File: config.mk
export PLATFORM = sky130hd
export DESIGN_NAME = zb_spread_tx
export DESIGN_NICKNAME = d
export VERILOG_FILES = /design/src/rtl/zb_pkg.sv /design/src/rtl/zb_sym_fifo.sv /design/src/rtl/zb_spread_tx.sv
export SDC_FILE = /design/constraint.sdc
export NUM_CORES = 1
export LEC_CHECK = 0
export CAP_MARGIN = 20
export CORE_AREA = 2 2 124 78
export CTS_CLUSTER_DIAMETER = 150
export DETAILED_ROUTE_END_ITERATION = 8
export DIE_AREA = 0 0 126 80
export SLEW_MARGIN = 20
export SYNTH_ARGS = -nofsm -noshare
export SYNTH_HDL_FRONTEND = slang
export SYNTH_SLANG_ARGS = --single-unit
File: constraint.sdc
create_clock -name inClock -period 3.5 [get_ports inClock]
set_input_delay 0.35 -clock inClock [delete_from_list [all_inputs] [get_ports inClock]]
set_output_delay 0.35 -clock inClock [all_outputs]
set_load 0.03 [all_outputs]
File: src/rtl/zb_pkg.sv
// zb_pkg: shared types and constants for the O-QPSK chip spreader.
// Optional feature macro: ZB_PREAMBLE_EN adds the PREAMBLE and SFD states.
package zb_pkg;

   // One 4-bit data symbol as written by the CPU
   typedef logic [3:0] sym_t;

   // Spreader states; the header states exist only when the preamble is built in
   typedef enum logic [1:0] {
      ST_IDLE = 2'd0,
      ST_DATA = 2'd1
`ifdef ZB_PREAMBLE_EN
      ,
      ST_PREAMBLE = 2'd2,
      ST_SFD      = 2'd3
`endif
   } state_t;

   // Start-of-frame delimiter, sent low symbol first
   localparam sym_t SFD_SYM0 = 4'h7;
   localparam sym_t SFD_SYM1 = 4'hA;

   // 802.15.4 2.4 GHz symbol-to-chip table, chip c0 is bit 31 of each word
   localparam logic [15:0][31:0] CHIP_TABLE = {
      32'hC96077B8, 32'h96077B8C, 32'h6077B8C9, 32'h077B8C96,
      32'h77B8C960, 32'h7B8C9607, 32'hB8C96077, 32'h8C96077B,
      32'h9C3522ED, 32'hC3522ED9, 32'h3522ED9C, 32'h522ED9C3,
      32'h22ED9C35, 32'h2ED9C352, 32'hED9C3522, 32'hD9C3522E
   };

   // Chip number idx (0 = first transmitted) of symbol s
   function automatic logic chip_of(input sym_t s, input logic [4:0] idx);
      logic [31:0] word;
      word = CHIP_TABLE[s];
      return word[5'd31 - idx];
   endfunction

endpackage

File: src/rtl/zb_sym_fifo.sv
// zb_sym_fifo: symbol FIFO with registered read port and full/empty flags.
// A push while full is accepted only if a pop happens in the same cycle.
module zb_sym_fifo
   import zb_pkg::*;
#(
   parameter int DEPTH = 8
)(
   input  logic clk,
   input  logic rst,
   input  logic push,
   input  sym_t push_data,
   input  logic pop,
   output sym_t pop_data,
   output logic full,
   output logic empty
);

   localparam int AW    = $clog2(DEPTH);
   localparam int CNT_W = AW + 1;

   sym_t             mem [DEPTH];
   logic [AW-1:0]    wr_ptr_reg;
   logic [AW-1:0]    rd_ptr_reg;
   logic [CNT_W-1:0] count_reg;
   sym_t             pop_data_reg;
   logic             push_ok;
   logic             pop_ok;

   assign full     = (count_reg == CNT_W'(DEPTH));
   assign empty    = (count_reg == '0);
   assign pop_ok   = pop && !empty;
   assign push_ok  = push && (!full || pop_ok);
   assign pop_data = pop_data_reg;

   // Storage array, written on accepted pushes only
   always_ff @(posedge clk) begin
      if (push_ok) begin
         mem[wr_ptr_reg] <= push_data;
      end
   end

   // Pointers, occupancy and registered read data
   always_ff @(posedge clk or posedge rst) begin
      if (rst) begin
         wr_ptr_reg   <= '0;
         rd_ptr_reg   <= '0;
         count_reg    <= '0;
         pop_data_reg <= '0;
      end else begin
         if (push_ok) begin
            wr_ptr_reg <= wr_ptr_reg + 1'b1;
         end
         if (pop_ok) begin
            rd_ptr_reg   <= rd_ptr_reg + 1'b1;
            pop_data_reg <= mem[rd_ptr_reg];
         end
         if (push_ok && !pop_ok) begin
            count_reg <= count_reg + 1'b1;
         end else if (pop_ok && !push_ok) begin
            count_reg <= count_reg - 1'b1;
         end
      end
   end

endmodule

File: src/rtl/zb_spread_tx.sv
// zb_spread_tx: CPU symbol FIFO feeding an 802.15.4 DSSS chip spreader with
// O-QPSK I/Q split. Optional macro ZB_PREAMBLE_EN prepends a preamble of
// PREAMBLE_SYMS zero symbols and the two SFD symbols to every frame.
// Outputs are registered one cycle behind the chip counters.
module zb_spread_tx
   import zb_pkg::*;
#(
   parameter int FIFO_DEPTH    = 8,
   parameter int CHIP_DIV      = 2,
   parameter int PREAMBLE_SYMS = 8
)(
   input  logic       inClock,
   input  logic       inReset,
   input  logic       inWriteEnable,
   input  logic [3:0] inCPUdata,
   input  logic       inErrClear,
   output logic       outFull,
   output logic       outEmpty,
   output logic       outError,
   output logic       o_busy,
   output logic       o_chipValid,
   output logic       o_chip,
   output logic       o_sinI,
   output logic       o_sinQ
);

   localparam int               DIV_W    = $clog2(CHIP_DIV + 1);
   localparam logic [DIV_W-1:0] DIV_LAST = DIV_W'(CHIP_DIV - 1);

   state_t           state_reg, state_next;
   logic [DIV_W-1:0] div_reg, div_next;
   logic [4:0]       chip_idx_reg, chip_idx_next;
   logic             chip_reg, valid_reg, sin_i_reg, sin_q_reg, error_reg;
   logic             pop;
   sym_t             fifo_data;
   logic             fifo_full, fifo_empty;
   logic             chip_last, sym_end, overflow;
   sym_t             cur_sym;
   logic             cur_chip;

   zb_sym_fifo #(
      .DEPTH(FIFO_DEPTH)
   ) u_fifo (
      .clk       (inClock),
      .rst       (inReset),
      .push      (inWriteEnable),
      .push_data (inCPUdata),
      .pop       (pop),
      .pop_data  (fifo_data),
      .full      (fifo_full),
      .empty     (fifo_empty)
   );

   assign chip_last = (div_reg == DIV_LAST);
   assign sym_end   = chip_last && (chip_idx_reg == 5'd31);
   assign overflow  = inWriteEnable && fifo_full && !pop;

`ifdef ZB_PREAMBLE_EN
   localparam int PRE_W = $clog2(PREAMBLE_SYMS + 1);

   sym_t             hdr_sym_reg, hdr_sym_next;
   logic [PRE_W-1:0] pre_cnt_reg, pre_cnt_next;

   assign cur_sym = (state_reg == ST_DATA) ? fifo_data : hdr_sym_reg;

   // Header symbol and preamble repeat count
   always_ff @(posedge inClock or posedge inReset) begin
      if (inReset) begin
         hdr_sym_reg <= '0;
         pre_cnt_reg <= '0;
      end else begin
         hdr_sym_reg <= hdr_sym_next;
         pre_cnt_reg <= pre_cnt_next;
      end
   end
`else
   logic unused_cfg;
   assign unused_cfg = (PREAMBLE_SYMS != 0);
   assign cur_sym    = fifo_data;
`endif

   assign cur_chip = chip_of(cur_sym, chip_idx_reg);

   // State, chip divider and chip index registers
   always_ff @(posedge inClock or posedge inReset) begin
      if (inReset) begin
         state_reg    <= ST_IDLE;
         div_reg      <= '0;
         chip_idx_reg <= '0;
      end else begin
         state_reg    <= state_next;
         div_reg      <= div_next;
         chip_idx_reg <= chip_idx_next;
      end
   end

   // Next state, counter advance and FIFO pop at symbol boundaries
   always_comb begin
      state_next    = state_reg;
      div_next      = div_reg;
      chip_idx_next = chip_idx_reg;
      pop           = 1'b0;
`ifdef ZB_PREAMBLE_EN
      hdr_sym_next  = hdr_sym_reg;
      pre_cnt_next  = pre_cnt_reg;
`endif
      if (state_reg != ST_IDLE) begin
         if (chip_last) begin
            div_next      = '0;
            chip_idx_next = chip_idx_reg + 5'd1;
         end else begin
            div_next = div_reg + 1'b1;
         end
      end
      case (state_reg)
         ST_IDLE: begin
            if (!fifo_empty) begin
               div_next      = '0;
               chip_idx_next = '0;
`ifdef ZB_PREAMBLE_EN
               state_next    = ST_PREAMBLE;
               hdr_sym_next  = '0;
               pre_cnt_next  = '0;
`else
               pop           = 1'b1;
               state_next    = ST_DATA;
`endif
            end
         end
         ST_DATA: begin
            if (sym_end) begin
               if (!fifo_empty) begin
                  pop = 1'b1;
               end else begin
                  state_next = ST_IDLE;
               end
            end
         end
`ifdef ZB_PREAMBLE_EN
         ST_PREAMBLE: begin
            if (sym_end) begin
               if (pre_cnt_reg == PRE_W'(PREAMBLE_SYMS - 1)) begin
                  state_next   = ST_SFD;
                  hdr_sym_next = SFD_SYM0;
               end else begin
                  pre_cnt_next = pre_cnt_reg + 1'b1;
               end
            end
         end
         ST_SFD: begin
            if (sym_end) begin
               if (hdr_sym_reg == SFD_SYM0) begin
                  hdr_sym_next = SFD_SYM1;
               end else if (!fifo_empty) begin
                  pop        = 1'b1;
                  state_next = ST_DATA;
               end else begin
                  state_next = ST_IDLE;
               end
            end
         end
`endif
         default: begin
            state_next = ST_IDLE;
         end
      endcase
   end

   // Chip outputs: load a new chip on the first divider cycle, even chips to I, odd to Q
   always_ff @(posedge inClock or posedge inReset) begin
      if (inReset) begin
         chip_reg  <= 1'b0;
         valid_reg <= 1'b0;
         sin_i_reg <= 1'b0;
         sin_q_reg <= 1'b0;
      end else if (state_reg == ST_IDLE) begin
         chip_reg  <= 1'b0;
         valid_reg <= 1'b0;
         sin_i_reg <= 1'b0;
         sin_q_reg <= 1'b0;
      end else begin
         valid_reg <= 1'b1;
         if (div_reg == '0) begin
            chip_reg <= cur_chip;
            if (chip_idx_reg[0]) begin
               sin_q_reg <= cur_chip;
            end else begin
               sin_i_reg <= cur_chip;
            end
         end
      end
   end

   // Sticky overflow flag; clear wins over a same-cycle overflow
   always_ff @(posedge inClock or posedge inReset) begin
      if (inReset) begin
         error_reg <= 1'b0;
      end else if (inErrClear) begin
         error_reg <= 1'b0;
      end else if (overflow) begin
         error_reg <= 1'b1;
      end
   end

   assign outFull     = fifo_full;
   assign outEmpty    = fifo_empty;
   assign outError    = error_reg;
   assign o_busy      = (state_reg != ST_IDLE);
   assign o_chipValid = valid_reg;
   assign o_chip      = chip_reg;
   assign o_sinI      = sin_i_reg;
   assign o_sinQ      = sin_q_reg;

endmodule

==> qor.yml <==
status: "finished clean"
crit_path_max_incr_delay_ps: 520
cts-root-buf: "clkbuf_16"
dieArea_um2: 10100
synth.avg_cell_area_um2: 11.7
grt_pass1_vias: 2350
drtIter0Drc: 204
yosysUniqueCellTypes: 75
finish.utilization_pct: 45.1
path_cells: "ha_1 -> and3_1 -> ha_1 -> a21boi_0 -> a21boi_1 -> ha_1 -> inv_1 -> ha_1 -> a21o_1 -> a21oi_1 -> xnor2_1 -> nor2_1 -> xor2_1"
core_um2: 8920
fin_crit_ps: 3070
critPathMaxFanout: 15
slew_violations: 0
wl_per_cell_um: 16.9
syn_to_final_growth_pct: 14.9
hold_class: "in -> async"
busiest_layer: "met1"
ctsLongestPathBuffers: 2
hold_viol: 0
grt_max_degree: 33
drt-total-wl_um: 7410
cts_resized: 0
drtAntennaViolNets: 0
grt_pass1_wl_um: 12600
viasPerCell: 5.59
ys_top_cells_by_area: "edfxtp_1 (27%), dfrtp_1 (19%), ha_1 (5.4%)"
ctsHoldBuffers: 0
largest_reg_flops: 32
relSlewSlack_pct: 49.4
die_w_um: 126
synth_most_common_cell: "edfxtp_1"
dieHeight_um: 80
overflow: 0
fin_crit_sh_pct: 87.8
critPathRequiredTime_ps: 3710
ys_seq_area_share_pct: 46.7
synth-async-reset-ratio_pct: 45.8
pin_count: 16
synth_mux_area_share_pct: 8.40
yosys.area_share.xor_xnor_pct: 3.50
first_pass_iters: 4
start_util_pct: 39.3
grtUsageMet2_pct: 21.7
portBuffers: 15
ys_ff_latch: 59
drc: 0
h-tree-depth: 3
row_count: 27
clock_latency_ps: 330
fin_tns_setup_ps: 0
final_nets: 341
crit_top_cell: "ha_1"
synth_fa_ha_area_share_pct: 5.93
synth_top_family_by_area: "compound AO/OA/AOI/OAI gates"
cts.sinks: 59
leakagePower_uw: 0.00152
synth_warnings: 0
setup_viol: 0
met1_usage_pct: 24.4
tightest_slew_ps: 759
tritoncts: "done"
cts.clk_slew.worst_paths_ps: 60
drive_gt1_share_pct: 16.8
timing.fmax_mhz: 326
maxCapViolCount: 0
synth-edff-count: 32
crit_slowest_cell: "dfrtp_1"
netlist_instances: 300
skew_ps: 5.07
vias: 2450
finalWeightedCongestion: 0.912
antenna_found_initial: 0
arrival_ps: 3290
cts_buffers: 9
grt_util_met3_pct: 6.50
grt_usage_pct: 16.3
cp-end-kind: "flop"
final_cell_area_um2: 4020
synth_commonest_cells: "edfxtp_1 (32), dfrtp_1 (27), nor2_1 (24)"
postCtsSetupBuffers: 0
synthDominantCellAreaShare_pct: 27.4
irDropWorstVdd_v: 0.000422
rsz0062_at_grt: "no"
synthFlopType: "edfxtp_1"
path_class: "reg -> reg"
synth-compound-area-share_pct: 16.2
netlist_area_um2: 3500
yosys.area_share.simple_pct: 13.8
yosysTopAreaCell: "edfxtp_1"
start_kind: "flop"
dp_hpwl_um: 5310
synth_nets: 324
placed_cell_area_um2: 3720
power.density_nw_per_um2: 969
diodes: 0
[logic make-up after synthesis]
logic type / count (synthesis)
adders and majority gates: 16
xor gates and xnor gates: 14
AOI/OAI and AO/OA: 73
buffers and inverters: 30
muxes: 19
DFF: 59
and+or+nand+nor: 89
[cell type report]
type,count,area (um2)
clock inverters,7,77.6
multi-input cells,211,1670
repair buffers,24,218
clock buffers,9,225
well taps,116,145
fillers,855,4900
inverters,12,45.0
flip-flops and latches,59,1640
[worst max-delay path: cells and delay by family, from the launching register on]
family,cells,cell delay (ps)
fa+ha+maj,4,900
xor+xnor,2,280
compound gates,4,880
simple gates,2,240
flops,1,520
buf+inv,1,120
[metal layers]
layer	share of wire, %	up-vias
met1	52	1202
met5	0	-
li1	-	1165
met2	39	78
met3	8.0	5
met4	0.81	0
[path summary, 6_finish.rpt]
kind                                                 start                               to  slack [ps]  cells past startpoint
setup reg to reg                 chip_idx_reg[1]$_DFF_PP0_  u_fifo.count_reg[3]$_DFFE_PP0P_         430                     13
hold reg to reg            u_fifo.count_reg[3]$_DFFE_PP0P_  u_fifo.count_reg[3]$_DFFE_PP0P_         500                      1
hold / removal                                     inReset        chip_idx_reg[4]$_DFF_PP0_         400                      2
min in group inClock       u_fifo.count_reg[3]$_DFFE_PP0P_  u_fifo.count_reg[3]$_DFFE_PP0P_         500                      1
setup / recovery                 chip_idx_reg[1]$_DFF_PP0_  u_fifo.count_reg[3]$_DFFE_PP0P_         430                     13
max in group asynchronous                          inReset               o_chip$_DFFE_PP0P_        2720                      2
[metrics by stage]
stage               setup slack, ps  total power (uW)  hold slack (ps)  cells
global route                    139              4180              437    438
CTS                             398              3900              513    438
floorplan                      45.1              2630              403    300
global placement                566              3010              478    422
detailed placement              396              3010              506    422
finish                          428              3900              395    438
[where the power goes]
group | internal (uW) | switching (uW) | leakage (uW)
Clock | 553 | 322 | 0.000134
Combinational | 821 | 1030 | 0.000773
Sequential | 924 | 248 | 0.000610
Total | 2300 | 1600 | 0.00152
[cell usage in the layout, fill, tap and decap left out, types with 3 or more instances in the layout]
cell	instances
a211oi_1	4
a21boi_0	3
a21o_1	4
a21oi_1	14
a31oi_1	3
buf_4	9
clkbuf_16	9
clkdlybuf4s50_1	15
clkinvlp_4	4
dfrtp_1	27
edfxtp_1	32
ha_1	15
inv_1	10
mux2_2	3
mux2i_1	8
mux4_2	8
nand2_1	17
nand2b_1	11
nand3_1	5
nor2_1	24
nor2b_1	9
nor3_1	3
o21ai_0	8
o31ai_1	4
xnor2_1	11
xor2_1	3
No activity file was read; power rests on OpenSTA's default activity.
==> patch 1, RTL diff (same settings) <==
The parameter `FIFO_DEPTH` goes from 8 to 16.
--- a/src/rtl/zb_spread_tx.sv
+++ b/src/rtl/zb_spread_tx.sv
@@ -7,3 +7,3 @@
 #(
-   parameter int FIFO_DEPTH    = 8,
+   parameter int FIFO_DEPTH    = 16,
    parameter int CHIP_DIV      = 2,
Check against the original RTL: not equivalent (Yosys sat finds a counterexample within 10 cycles, from zero or initial values and one cycle with inReset high).
==> patch 1 against the original RTL <==
- combinational power is 9% higher
- critical path depth is 1 higher
- final area is 33% higher
- setup slack better by 0.13 ns
- synthesized cell count is 25% higher
- area after synthesis is 37% higher
- die area stayed put
- total power is 20% higher
- sequential cell count is 35 higher
- wire length is 32% higher
- clock skew is 0.0032 ns higher
- non-clock buffer count is 2 higher
==> patch 1: results (changes against the original RTL) <==
tap cell count: 116 (unchanged)
Switching Share: 38.8% (was 41.0%)
initial antenna violation count: 0 (unchanged)
clock network area share: 5.80% (was 7.53%)
CTS H-Tree Depth: 3 (unchanged)
Post-Route Skew: 0.00831 ns (was 0.00507 ns)
status: finished, final reports clean (unchanged)
Async SR Flop Fraction: 31.9% (was 45.8%)
share of cells above drive strength 1: 14.0% (was 16.8%)
DP Area: 5040 sq um (was 3720 sq um)
R2R Path End: u_fifo.count_reg[4] (was u_fifo.count_reg[3])
Final Cell Area: 5350 sq um (was 4020 sq um)
All-Layer GR Usage: 21.3% (was 16.3%)
Inverters: 12 (unchanged)
pre-CTS setup slack: 0.581 ns (was 0.396 ns)
Synth top cells by count: 64 x edfxtp_1, 31 x nor2_1, 30 x dfrtp_1, 29 x nand2_1 (was 32 x edfxtp_1, 27 x dfrtp_1, 24 x nor2_1, 17 x nand2_1, 15 x ha_1)
Sequential cell area: 2670 sq um (was 1640 sq um)
NonClk Buf Share: 4.35% (was 5.41%)
highest clock rate: 0.339 GHz (was 0.326 GHz)
sequential fraction of the synthesis area: 55.8% (was 46.7%)
Buffers excl. clock: 26 (was 24)
fraction of area in multi-input gates: 36.4% (was 41.6%)
ranking of synthesized cells by area: edfxtp_1 40%, dfrtp_1 16%, mux4_2 9.4% (was edfxtp_1 27%, dfrtp_1 19%, ha_1 5.4%)
Lkg Pwr: 1.96 nW (was 1.52 nW)
CP startpoint: chip_idx_reg[0] (was chip_idx_reg[1])
Vias: 3052 (was 2450)
vias in the first global route: 2952 (was 2350)
R2R Setup Slk: 0.55 ns (was 0.43 ns)
DPL Wire Length: 7010 um (was 5310 um)
Crit Path Max Fanout: 9 (was 15)
Wirelength per Cell: 19.2 um (was 16.9 um)
post-synthesis cell type count: 60 (was 75)
maximum vdd ir drop: 0.000437 V (was 0.000422 V)
Slew HR: 46.0% (was 49.4%)
global-route wire length before repair: 15900 um (was 12600 um)
Detailed Route WL: 9790 um (was 7410 um)
gpl congestion: 0.833 (was 0.912)
fill cell total of the finished layout: 723 (was 855)
Mapped Nets: 403 (was 324)
Post-synth EDFFs: 64 (was 32)
clk sinks: 94 (was 59)
R2R depth: 14 (was 13)
worst hold slack: 0.377 ns (was 0.395 ns)
mean area per synthesized cell: 12.7 sq um (was 11.7 sq um)
clk_lat worst skew: 0.34 ns
placed cells: 493 (was 422)
Max stage delay on crit path: 0.38 ns (was 0.52 ns)
multi-input gates: 245 (was 211)
max FFs per register: 64 (was 32)
nets: 415 (was 341)
initial DRC count: 257 (was 204)
largest net degree at the start of global routing: 31 (was 33)
Worst Path Arrival: 3.18 ns (was 3.29 ns)
==> patch 1: kinds of logic after synthesis <==
kind of cell | after synthesis | synth area share, %
simple gates | 110 | 11.2
flops | 94 | 55.8
compound gates | 74 | 10.6
buf+inv | 37 | 3.58
mux | 24 | 10.3
fa+ha+maj | 19 | 5.12
xor+xnor | 18 | 3.45
==> patch 1: power groups by stage <==
stage / sequential (mW) / combinational (mW) / clock (mW)
after floorplan: 1.58 / 1.61 / 0
after global placement: 1.71 / 1.97 / 0
after detailed placement: 1.71 / 1.97 / 0
after CTS: 1.69 / 1.99 / 1.02
after global routing: 1.73 / 2.22 / 1.07
final: 1.69 / 2.01 / 0.995
==> patch 1: metal layers <==
metal	vias to the layer above	track usage, %	wire (um)
met3	10	5.36	693
met5	-	0	0
li1	1436	-	-
met1	1514	34.3	5120
met4	0	5.27	123
met2	92	28.3	3860
==> patch 2, RTL diff (same flow settings) <==
Made on the original files. Register the output `outError` once more, with the module's reset; this adds one clock of latency there. The other outputs are not delayed to match.
--- a/src/rtl/zb_spread_tx.sv
+++ b/src/rtl/zb_spread_tx.sv
@@ -206,3 +206,9 @@
    assign outEmpty    = fifo_empty;
-   assign outError    = error_reg;
+   always_ff @(posedge inClock or posedge inReset) begin
+      if (inReset) begin
+         outError <= '0;
+      end else begin
+         outError <= error_reg;
+      end
+   end
    assign o_busy      = (state_reg != ST_IDLE);
Behaviour: no difference found for any inputs over 10 cycles, from zero or initial values and one cycle with inReset high; that may be too few to reach the edited logic, so the function may still have changed.
==> patch 2 against the original RTL <==
- count of clock-buffer cells in the layout stayed put
- final area increased by 0.16%
- clock power decreased by 4.7%
- setup slack improved by 0.12 ns
- largest cell class unchanged
- total power is 0.59% lower
- worst hold slack worse by 0.0050 ns
- via count rose by 0.78%
- highest routed layer unchanged
- maximum frequency increased by 3.9%
- sequential cell count increased by 1
- utilization rose by 0.070 points
- wire length rose by 1.2%
- area after synthesis rose by 0.21%
- cell count rose by 2.7%
==> patch 2: results (changes against the original RTL) <==
Worst Path Arrival: 3.16 ns (was 3.29 ns)
DPL Wire Length: 5050 um (was 5310 um)
Slew HR: 41.5% (was 49.4%)
Max stage delay on crit path: 0.38 ns (was 0.52 ns)
post-synthesis cell type count: 57 (was 75)
DR pass1 iterations: 5 (was 4)
Mapped Nets: 340 (was 324)
global-route wire length before repair: 12300 um (was 12600 um)
post-synthesis mux area share: 8.70% (was 8.40%)
Antenna Diode Count: 0 (unchanged)
initial DRC count: 233 (was 204)
Crit Path Max Fanout: 6 (was 15)
Synth top cells by count: 32 x edfxtp_1, 28 x dfrtp_1, 21 x nor2_1, 20 x nand2_1 (was 32 x edfxtp_1, 27 x dfrtp_1, 24 x nor2_1, 17 x nand2_1, 15 x ha_1)
Post-Synth Adder-Cell Area: 5.92% (was 5.93%)
Post-Route Skew: 0.00485 ns (was 0.00507 ns)
pre-CTS setup slack: 0.570 ns (was 0.396 ns)
Detailed Route WL: 7500 um (was 7410 um)
sequential fraction of the synthesis area: 47.4% (was 46.7%)
Vias: 2469 (was 2450)
gpl congestion: 0.915 (was 0.912)
placed cells: 435 (was 422)
All-Layer GR Usage: 16.0% (was 16.3%)
vias in the first global route: 2316 (was 2350)
Async SR Flop Fraction: 46.7% (was 45.8%)
largest net degree at the start of global routing: 29 (was 33)
mean area per synthesized cell: 11.1 sq um (was 11.7 sq um)
complex-gate fraction of the synthesized area: 14.2% (was 16.2%)
Lkg Pwr: 1.51 nW (was 1.52 nW)
status: finished, final reports clean (unchanged)
maximum vdd ir drop: 0.000319 V (was 0.000422 V)
share of cells above drive strength 1: 12.3% (was 16.8%)
xor and xnor area share after synthesis: 4.24% (was 3.50%)
ranking of synthesized cells by area: edfxtp_1 27%, dfrtp_1 20%, ha_1 5.3% (was edfxtp_1 27%, dfrtp_1 19%, ha_1 5.4%)
HP Class: reg -> reg (was in -> async)
synth warn: 0 (unchanged)
CTS Buffer Depth: 2 (unchanged)
nets: 354 (was 341)
## patch 2: cell count changes after synthesis, sizes merged, moves of 3 or more
cell and delta:
nand2b +4, and3b -3, nor2 -3, o211ai +3, nand3 +5
## patch 2: cell families after synthesis
| family | count (synthesis) |
|---|---|
| AO/OA/AOI/OAI | 70 |
| buffers and inverters | 34 |
| XOR/XNOR | 17 |
| flip-flops | 60 |
| AND/OR/NAND/NOR | 99 |
| adder cells (fa/ha/maj) | 16 |
| multiplexers | 20 |
## patch 2: final timing paths
check	slack [ns]	end	startpoint
max	0.54	u_fifo.count_reg[3]	chip_idx_reg[0]
min	0.39	outError	error_reg
max reg2reg	0.54	u_fifo.count_reg[3]	chip_idx_reg[0]
min reg2reg	0.39	outError	error_reg
max in group asynchronous	2.68	chip_idx_reg[1]	inReset
min in group asynchronous	0.42	state_reg[0]	inReset
## patch 2: cell type report
| type | count | area, sq um |
|---|---|---|
| Sequential cell | 60 | 1660 |
| Inverter | 13 | 48.8 |
| Timing Repair Buffer | 24 | 218 |
| Fill cell | 820 | 4890 |
| Clock inverter | 6 | 56.3 |
| Tap cell | 116 | 145 |
| Multi-Input combinational cell | 222 | 1670 |
| Clock buffer | 9 | 225 |
## patch 2: through the flow
stage | instance area (sq um) | hold slack [ns]
3_3_place_gp | 3750 | 0.378
5_1_grt | 4030 | 0.410
4_1_cts | 4030 | 0.385
3_5_place_dp | 3750 | 0.374
6_report | 4030 | 0.390
2_1_floorplan | 3510 | 0.354
## patch 2: routing by layer
| metal | wire length, um | vias up | GRT usage (%) | share of wire, % |
|---|---|---|---|---|
| met2 | 2970 | 81 | 20.9 | 40 |
| met3 | 535 | 4 | 6.84 | 7.1 |
| met1 | 3950 | 1196 | 23.8 | 53 |
| met5 | 0 | - | 0 | 0 |
| li1 | - | 1188 | - | - |
| met4 | 57 | 0 | 4.18 | 0.76 |
## patch 2: power breakdown
group / switching [mW] / total (mW) / internal [mW] / leakage, nW
clock network: 0.296 / 0.834 / 0.538 / 0.130
registers: 0.258 / 1.19 / 0.937 / 0.624
logic: 1.02 / 1.84 / 0.820 / 0.755
